`src/rtl/jk_input_conditioner_pkg.sv`:
```
// Shared constants for the JK bench front end: default timing and the level channel bit ordering.
package jk_input_conditioner_pkg;

   localparam int unsigned DEBOUNCE_CYCLES_DEFAULT = 500000;
   localparam int unsigned TICK_DIV_DEFAULT        = 25000000;
   localparam int unsigned NUM_LEVEL_CH            = 4;

   // Bit positions inside raw/clean/rise/fall, shared with the JK stage.
   typedef enum int unsigned {
      CH_J  = 0,
      CH_K  = 1,
      CH_SD = 2,
      CH_RD = 3
   } jk_ch_e;

   function automatic int unsigned cnt_width(input int unsigned n);
      return (n <= 2) ? 1 : $clog2(n);
   endfunction

endpackage

```
`src/rtl/jk_input_conditioner_if.sv`:
```
// Board-side inputs and conditioned outputs of the JK front end.
interface jk_input_conditioner_if #(
   parameter int unsigned WIDTH = 4
);
   logic [WIDTH-1:0] raw;
   logic             step_btn;
   logic             auto_mode;
   logic [WIDTH-1:0] clean;
   logic [WIDTH-1:0] rise;
   logic [WIDTH-1:0] fall;
   logic             tick;

   modport master (
      output raw, step_btn, auto_mode,
      input  clean, rise, fall, tick
   );

   modport slave (
      input  raw, step_btn, auto_mode,
      output clean, rise, fall, tick
   );
endinterface

```
`src/rtl/jk_input_conditioner_debounce_channel.sv`:
```
// One asynchronous bit: 2-flop synchronizer, stability counter, debounced level and edge pulses.
module debounce_channel
   import jk_input_conditioner_pkg::*;
#(
   parameter int unsigned DEBOUNCE_CYCLES = DEBOUNCE_CYCLES_DEFAULT
) (
   input  logic clk,
   input  logic rst,
   input  logic async_i,
   output logic clean_o,
   output logic rise_o,
   output logic fall_o
);

   localparam int unsigned   CW       = cnt_width(DEBOUNCE_CYCLES);
   localparam logic [CW-1:0] CNT_LAST = CW'(DEBOUNCE_CYCLES - 1);

   logic          sync1_q, sync2_q;
   logic          clean_q, clean_d;
   logic          rise_q, rise_d;
   logic          fall_q, fall_d;
   logic [CW-1:0] cnt_q, cnt_d;

   // Any return to agreement drops the count: no partial credit for interrupted mismatches.
   always_comb begin
      cnt_d   = '0;
      clean_d = clean_q;
      rise_d  = 1'b0;
      fall_d  = 1'b0;
      if (sync2_q != clean_q) begin
         if (cnt_q == CNT_LAST) begin
            clean_d = sync2_q;
            rise_d  = sync2_q;
            fall_d  = ~sync2_q;
         end else begin
            cnt_d = cnt_q + 1'b1;
         end
      end
   end

   always_ff @(posedge clk) begin
      if (rst) begin
         sync1_q <= 1'b0;
         sync2_q <= 1'b0;
         clean_q <= 1'b0;
         rise_q  <= 1'b0;
         fall_q  <= 1'b0;
         cnt_q   <= '0;
      end else begin
         sync1_q <= async_i;
         sync2_q <= sync1_q;
         clean_q <= clean_d;
         rise_q  <= rise_d;
         fall_q  <= fall_d;
         cnt_q   <= cnt_d;
      end
   end

   assign clean_o = clean_q;
   assign rise_o  = rise_q;
   assign fall_o  = fall_q;

endmodule

```
`src/rtl/jk_input_conditioner.sv`:
```
// Debounced J/K/SD/RD levels plus a single-cycle tick enable from a divider or a step button.
module jk_input_conditioner
   import jk_input_conditioner_pkg::*;
#(
   parameter int unsigned WIDTH           = NUM_LEVEL_CH,
   parameter int unsigned DEBOUNCE_CYCLES = DEBOUNCE_CYCLES_DEFAULT,
   parameter int unsigned TICK_DIV        = TICK_DIV_DEFAULT
) (
   input logic                   clk,
   input logic                   rst,
   jk_input_conditioner_if.slave bus
);

   localparam int unsigned   DW       = cnt_width(TICK_DIV);
   localparam logic [DW-1:0] DIV_LAST = DW'(TICK_DIV - 1);

   logic [WIDTH:0] ch_in;
   logic [WIDTH:0] ch_clean;
   logic [WIDTH:0] ch_rise;
   logic [WIDTH:0] ch_fall;
   logic           step_rise;
   logic           step_unused;

   logic           auto_s1_q, auto_s2_q, auto_prev_q;
   logic [DW-1:0]  div_q, div_d;
   logic           mode_chg;
   logic           tick_w;

   // The top channel is the step button; the rest map one-to-one onto raw.
   assign ch_in = {bus.step_btn, bus.raw};

   for (genvar g = 0; g <= WIDTH; g++) begin : g_ch
      debounce_channel #(
         .DEBOUNCE_CYCLES(DEBOUNCE_CYCLES)
      ) u_ch (
         .clk     (clk),
         .rst     (rst),
         .async_i (ch_in[g]),
         .clean_o (ch_clean[g]),
         .rise_o  (ch_rise[g]),
         .fall_o  (ch_fall[g])
      );
   end

   assign step_rise   = ch_rise[WIDTH];
   assign step_unused = ch_clean[WIDTH] ^ ch_fall[WIDTH];

   // A mode change restarts the divider and swallows whatever tick source fired this cycle.
   always_comb begin
      mode_chg = auto_s2_q ^ auto_prev_q;
      div_d    = '0;
      tick_w   = 1'b0;
      if (!mode_chg) begin
         if (auto_s2_q) begin
            tick_w = (div_q == DIV_LAST);
            div_d  = tick_w ? '0 : div_q + 1'b1;
         end else begin
            tick_w = step_rise;
         end
      end
   end

   always_ff @(posedge clk) begin
      if (rst) begin
         auto_s1_q   <= 1'b0;
         auto_s2_q   <= 1'b0;
         auto_prev_q <= 1'b0;
         div_q       <= '0;
      end else begin
         auto_s1_q   <= bus.auto_mode;
         auto_s2_q   <= auto_s1_q;
         auto_prev_q <= auto_s2_q;
         div_q       <= div_d;
      end
   end

   assign bus.clean = ch_clean[WIDTH-1:0];
   assign bus.rise  = ch_rise[WIDTH-1:0];
   assign bus.fall  = ch_fall[WIDTH-1:0];
   assign bus.tick  = tick_w;

endmodule
```
`src/flat_wrapper.sv`:
```
// flat-port wrapper written by rule: the top's interface ports become plain ports
module jk_input_conditioner_flat import jk_input_conditioner_pkg::*;
#(
   parameter int unsigned WIDTH           = NUM_LEVEL_CH,
   parameter int unsigned DEBOUNCE_CYCLES = DEBOUNCE_CYCLES_DEFAULT,
   parameter int unsigned TICK_DIV        = TICK_DIV_DEFAULT
)
  (clk, rst, bus_raw, bus_step_btn, bus_auto_mode, bus_clean, bus_rise, bus_fall, bus_tick);
  jk_input_conditioner_if #(.WIDTH(WIDTH)) bus_i ();
  input logic clk;
  input logic rst;
  input wire logic [$bits(bus_i.raw)-1:0] bus_raw;
  input wire logic [$bits(bus_i.step_btn)-1:0] bus_step_btn;
  input wire logic [$bits(bus_i.auto_mode)-1:0] bus_auto_mode;
  output wire logic [$bits(bus_i.clean)-1:0] bus_clean;
  output wire logic [$bits(bus_i.rise)-1:0] bus_rise;
  output wire logic [$bits(bus_i.fall)-1:0] bus_fall;
  output wire logic [$bits(bus_i.tick)-1:0] bus_tick;
  assign bus_i.raw = bus_raw;
  assign bus_i.step_btn = bus_step_btn;
  assign bus_i.auto_mode = bus_auto_mode;
  assign bus_clean = bus_i.clean;
  assign bus_rise = bus_i.rise;
  assign bus_fall = bus_i.fall;
  assign bus_tick = bus_i.tick;
  jk_input_conditioner #(.WIDTH(WIDTH), .DEBOUNCE_CYCLES(DEBOUNCE_CYCLES), .TICK_DIV(TICK_DIV)) u_core (.clk(clk), .rst(rst), .bus(bus_i));
endmodule
```
`config.mk`:
```
export PLATFORM = sky130hd
export DESIGN_NAME = jk_input_conditioner_flat
export DESIGN_NICKNAME = d
export VERILOG_FILES = /design/src/rtl/jk_input_conditioner_pkg.sv /design/src/rtl/jk_input_conditioner_if.sv /design/src/rtl/jk_input_conditioner_debounce_channel.sv /design/src/rtl/jk_input_conditioner.sv /design/src/flat_wrapper.sv
export SDC_FILE = /design/constraint.sdc
export NUM_CORES = 1
export LEC_CHECK = 0
export CAP_MARGIN = 20
export CORE_MARGIN = 2
export CORE_UTILIZATION = 51
export DETAILED_ROUTE_END_ITERATION = 7
export PLACE_DENSITY_LB_ADDON = 0.1
export SYNTH_ARGS = -nofsm -noshare
export SYNTH_HDL_FRONTEND = slang
export SYNTH_SLANG_ARGS = --single-unit
```
`constraint.sdc`:
```
create_clock -name clk -period 1.9 [get_ports clk]
set_input_delay 0.285 -clock clk [delete_from_list [all_inputs] [get_ports clk]]
set_output_delay 0.285 -clock clk [all_outputs]
set_load 0.005 [all_outputs]
```
# Word-level counts from Yosys, hierarchy flattened

Index checks and enable logic that the tools add are counted.

Register bits after elaboration: 147
Input bits: 8
Output and inout bits: 13
Logic and storage cells: 84

$add $sub $neg: 6
Equality and inequality tests: 11
Multiplexer cells: 2
Bitwise gates (word level): 16
Reductions and logical operators: 16

Operator list:

| operator                                                        | number |
|---|---|
| 19-bit by 1-bit adder with 19-bit output, second input constant | 5 |
| 19-bit equality test, second input constant                     | 5 |
| 3-bit OR reduction                                              | 10 |
| 25-bit by 1-bit adder with 25-bit output, second input constant | 1 |
| 25-bit equality test, second input constant                     | 1 |
| 1-bit NOT                                                       | 15 |
| 2-bit AND reduction                                             | 5 |
| 1-bit inequality test                                           | 5 |
| 4-bit OR reduction                                              | 1 |
| 1-bit two-way mux                                               | 2 |
| 1-bit bitwise XOR                                               | 1 |

# Logic depth before layout (Yosys ltp)

Word-level depth: 3
Mapped depth: 7
Gate-level depth less buffers: 5

# Hierarchy

From an unflattened synthesis, not the netlist that was laid out.

Cells, all modules: 738
Area total of the unflattened synthesis: 6915.4 sq um

By module, submodules not included:

| module                                     | times used | cells an instance | area an instance (sq um) | seq. area each (sq um) |
|---|---|---|---|---|
| debounce_channel (u_core.g_ch[0].u_ch ...) | 4          | 119               | 1138.6                   | 480.5 |
| jk_input_conditioner                       | 1          | 147               | 1317.5                   | 560.5 |
| debounce_channel (u_core.g_ch[3].u_ch)     | 1          | 115               | 1043.5                   | 480.5 |

# Worst setup path after synthesis

OpenSTA, ideal clock, no wires.

Path kind: register -> register
Start: register u_core.div_q[9]
End: register u_core.div_q[24]
Setup time: 0.125 ns
Data arrival time: 1.863 ns
Data required time: 1.775 ns
Path slack: -0.088 ns
Stages on the path, launching flop included: 6
Buffers on the path: 1
Period minus slack after synthesis: 1.988 ns
Cells stage by stage: dfxtp_1 -> or4_1 -> or4_4 -> o31ai_4 -> buf_6 -> a21oi_1

Cells in the longest elaborated chain, start to end: 2
Elaborated cells between the ends (all ways): 3
Those cells by class: add/sub: 1; eq/ne: 1; reduce/logical: 1

RTL lines:

| element                                                                          | line                       | text |
|---|---|---|
| start, declared                                                                  | jk_input_conditioner.sv:25 | `logic [DW-1:0] div_q, div_d;` |
| start signal, assigned                                                           | jk_input_conditioner.sv:73 | `div_q <= div_d;` |
| branches (longest 2 deep; another with 25-bit by 1-bit adder with 25-bit output) | -                          |  |

Several ways; the timed one is not identified.
A chain may end at the register's enable or synchronous reset.

# Final worst setup path

Start: register u_core.div_q[7]
End: output bus_tick

Cells in the longest elaborated chain, start to end: 3

RTL lines:

| element              | line                       | text |
|---|---|---|
| 25-bit equality test | jk_input_conditioner.sv:55 | `tick_w = (div_q == DIV_LAST);` |
| 1-bit two-way mux    | jk_input_conditioner.sv:54 | `if (auto_s2_q) begin` |
| 1-bit two-way mux    | jk_input_conditioner.sv:53 | `if (!mode_chg) begin` |
| end, declared        | flat_wrapper.sv:18         | `output wire logic [$bits(bus_i.tick)-1:0] bus_tick;` |

No other way between the ends.

==> results.py <==
metrics = {
    "status": {
        "outcome": "finished, violations left",
        "failed_checks": "negative setup slack",
    },
    "worst_setup_path": {
        "required_ps": 1620,
        "worst-setup-path-type": "flip-flop to output pin",
        "worstPathMaxFanout": 2,
        "arrival_ps": 2180,
        "start_kind": "flip-flop",
        "worst_setup_path_end_kind": "output pin",
    },
    "clock_network": {
        "cts.reportedPaths.clkPinSlew_ps": 60,
        "cts_tree": "yes",
        "h-tree-depth": 4,
        "cts_buffers": 17,
        "clk_latency_ps": 430,
        "cts_sinks": 147,
        "clock_path_buffers": 2,
        "cts_root_buf": "clkbuf_16",
    },
    "grt": {
        "antenna_found_initial": 0,
        "gr-usage-met2_pct": 37.50,
        "grt_overflow_total": 0,
        "use_met3_pct": 5.046,
        "gr-max-usage-layer": "met2",
        "track_usage_pct": 21.98,
        "grt_max_degree": 20,
        "grt_pass1_wl_mm": 23.99,
        "use_met1_pct": 27.09,
        "grt_pass1_vias": 5285,
    },
    "placement": {
        "place_inst": 964,
        "hpwl_mm": 9.341,
        "port_buffers": 20,
        "gp_congestion": 0.8267,
    },
    "pwr": {
        "clkPwrFrac_pct": 51.7,
        "leakagePower_uw": 0.002681,
        "switching_share_pct": 20.34,
        "combPwrFrac_pct": 1.4,
        "total_power_uw": 6621,
        "p_seq_share_pct": 46.9,
        "ir_worst_vdd_mv": 0.7034,
        "switching_power_uw": 1347,
        "intPower_uw": 5275,
        "p_per_area_nw_per_um2": 795.7,
    },
    "floorplan": {
        "core_area_um2": 12570,
        "num_io_pins": 21,
        "dieHeight_um": 117,
        "die_area_um2": 13690,
        "die_width_um": 117,
        "start_util_pct": 51.82,
        "rows": 41,
    },
    "sta": {
        "finalWorstSetupSlack_ps": -566.2,
        "setup_viol": 63,
        "fmax_ghz": 0.4055,
        "worstMarginPinSlew_ps": 402.8,
        "finalCritPeriodShare_pct": 129.8,
        "fin_crit_ps": 2466,
        "max_slew_margin_pct": 72.90,
        "fin_setup_tns_ps": -12660,
        "grt_setup_unrepaired": "true",
        "hold_violations": 0,
        "hold_slack_ps": 411.8,
        "finClkSkew_ps": 12.26,
        "drv_slew": 0,
    },
    "synthesis": {
        "synthCells": 725,
        "synth.avg_cell_area_um2": 8.983,
        "synth-edff-count": 0,
        "yosysTopAreaCellShare_pct": 45.19,
        "synth-seq-cells": 147,
        "mappedNetlistNets": 739,
        "synth_top_cell_by_area": "dfxtp_1",
        "yosysWarnings": 0,
        "yosysMostFrequentCell": "dfxtp_1",
        "synth-main-ff-cell": "dfxtp_1",
        "synthTopCellsByArea": "dfxtp_1 (45%), xnor2_1 (5.6%), nor2_1 (5.5%)",
        "synth_common_cells": "dfxtp_1 (147), nor2_1 (96), nand3_1 (47)",
        "synthArstFlopShare_pct": 0,
        "synth_cell_types": 47,
        "ys_seq_area_share_pct": 45.19,
        "synth_area_um2": 6512,
    },
    "detailed_routing": {
        "remaining_drc_errors": 0,
        "drt_wl_total_mm": 14.35,
        "drt-pass1-iter-count": 5,
        "routedWlPerCell_um": 14.26,
        "drtIter0Drc": 390,
        "via_per_inst": 5.524,
        "drtAntennaViolNets": 0,
        "dr_total_vias": 5557,
    },
    "final_layout": {
        "diodes": 0,
        "nets": 835,
        "area_growth_pct": 27.78,
        "fillers": 1041,
        "utilization_pct": 66.21,
        "layout.cells.non_filler": 1006,
        "drive_gt1_share_pct": 21.58,
    },
    "run": {
        "cap_violations": 0,
    },
    "hold_path": {
        "hp-class": "primary input to flip-flop",
    },
}
-- critical path: stages, from the launching register on --
cell	delay, ps
dfxtp_2	310
or4_4	520
or4_4	510
nor3_2	130
a31o_2	180
buf_2	100
-- stage by stage --
step | setup WS [ps] | area (um^2)
3_3_place_gp | -545.0 | 7388
5_1_grt | -604.1 | 8322
3_5_place_dp | -542.5 | 7388
2_1_floorplan | -77.27 | 6543
4_1_cts | -621.0 | 8203
6_report | -566.2 | 8322
-- cells in the final DEF, fill, tap and decap left out, types with 19 or more instances in the layout --
cell type and instances:
a21oi_1 27, buf_4 72, clkdlybuf4s50_1 19, dfxtp_1 138
inv_1 21, nand2_1 37, nand3_1 47, nand4_1 31
nor2_1 84, or4_1 20, xnor2_1 42, xor2_1 38
-- sequential cells by signal (all words and copies together) (netlist names) --
| register | flops |
|---|---|
| u_core.g_ch.u_ch.cnt_q | 95 |
| u_core.g_ch.u_ch.rise_o | 5 |
| u_core.auto_prev_q | 1 |
| u_core.g_ch.u_ch.sync1_q | 5 |
| u_core.g_ch.u_ch.clean_o | 5 |
| u_core.g_ch.u_ch.fall_o | 4 |
| u_core.auto_s2_q | 1 |
| u_core.g_ch.u_ch.sync2_q | 5 |
| u_core.auto_s1_q | 1 |
| u_core.div_q | 25 |
-- routing by layer --
metal / wire (um) / up-vias
li1: - / 2784
met1: 6519 / 2651
met2: 7059 / 104
met3: 547 / 18
met4: 218 / 0
met5: 0 / -
-- logic make-up (layout without fill, tap and decap cells) --
kind of cell / Yosys count / after routing / share of synthesized area (%)
simple gates: 359 / 359 / 30.43
flops: 147 / 147 / 45.19
compound gates: 82 / 82 / 8.242
xor+xnor: 80 / 80 / 10.76
buf+inv: 51 / 160 / 4.227
fa+ha+maj: 6 / 6 / 1.153
-- layout make-up --
cell class	count	area [um^2]	area share (%)
multi-input cells	527	3452	41.48
clock buffers	20	456.7	5.488
repair buffers	107	1006	12.09
well taps	172	215.2	2.586
flip-flops and latches	147	2957	35.53
inverters	21	78.83	0.9472
clock inverters	12	156.4	1.879
-- power by group through the flow --
stage               logic [uW]  registers (uW)  clock network (uW)
floorplan                 43.1            3170                   0
detailed placement        82.3            3180                   0
CTS                       90.0            3110                3470
global route              99.2            3110                3620
global placement          80.8            3170                   0
finish                    91.3            3110                3420
-- what timing repair did --
item / 4_1_cts / 5_1_grt
hold buffers: 0 / 0
gates resized for setup: 17 / 41
gates cloned: 4 / 1
pin swaps: 12 / 12
buffers inserted: 6 / 2
endpoints found under the setup margin: 83 / 88
-- final timing paths --
check	slack [ps]	cells past startpoint	end	startpoint
worst min register to register	440	1	u_core.g_ch[2].u_ch.sync2_q$_SDFF_PP0_	u_core.g_ch[2].u_ch.sync1_q$_SDFF_PP0_
worst max-delay path	-570	5	bus_tick	u_core.div_q[7]$_SDFF_PP0_
worst min-delay path	410	2	u_core.auto_s1_q$_SDFF_PP0_	bus_auto_mode
worst max register to register	-460	9	u_core.div_q[21]$_SDFF_PP0_	u_core.div_q[7]$_SDFF_PP0_
Power figures use the tool's default switching activity.
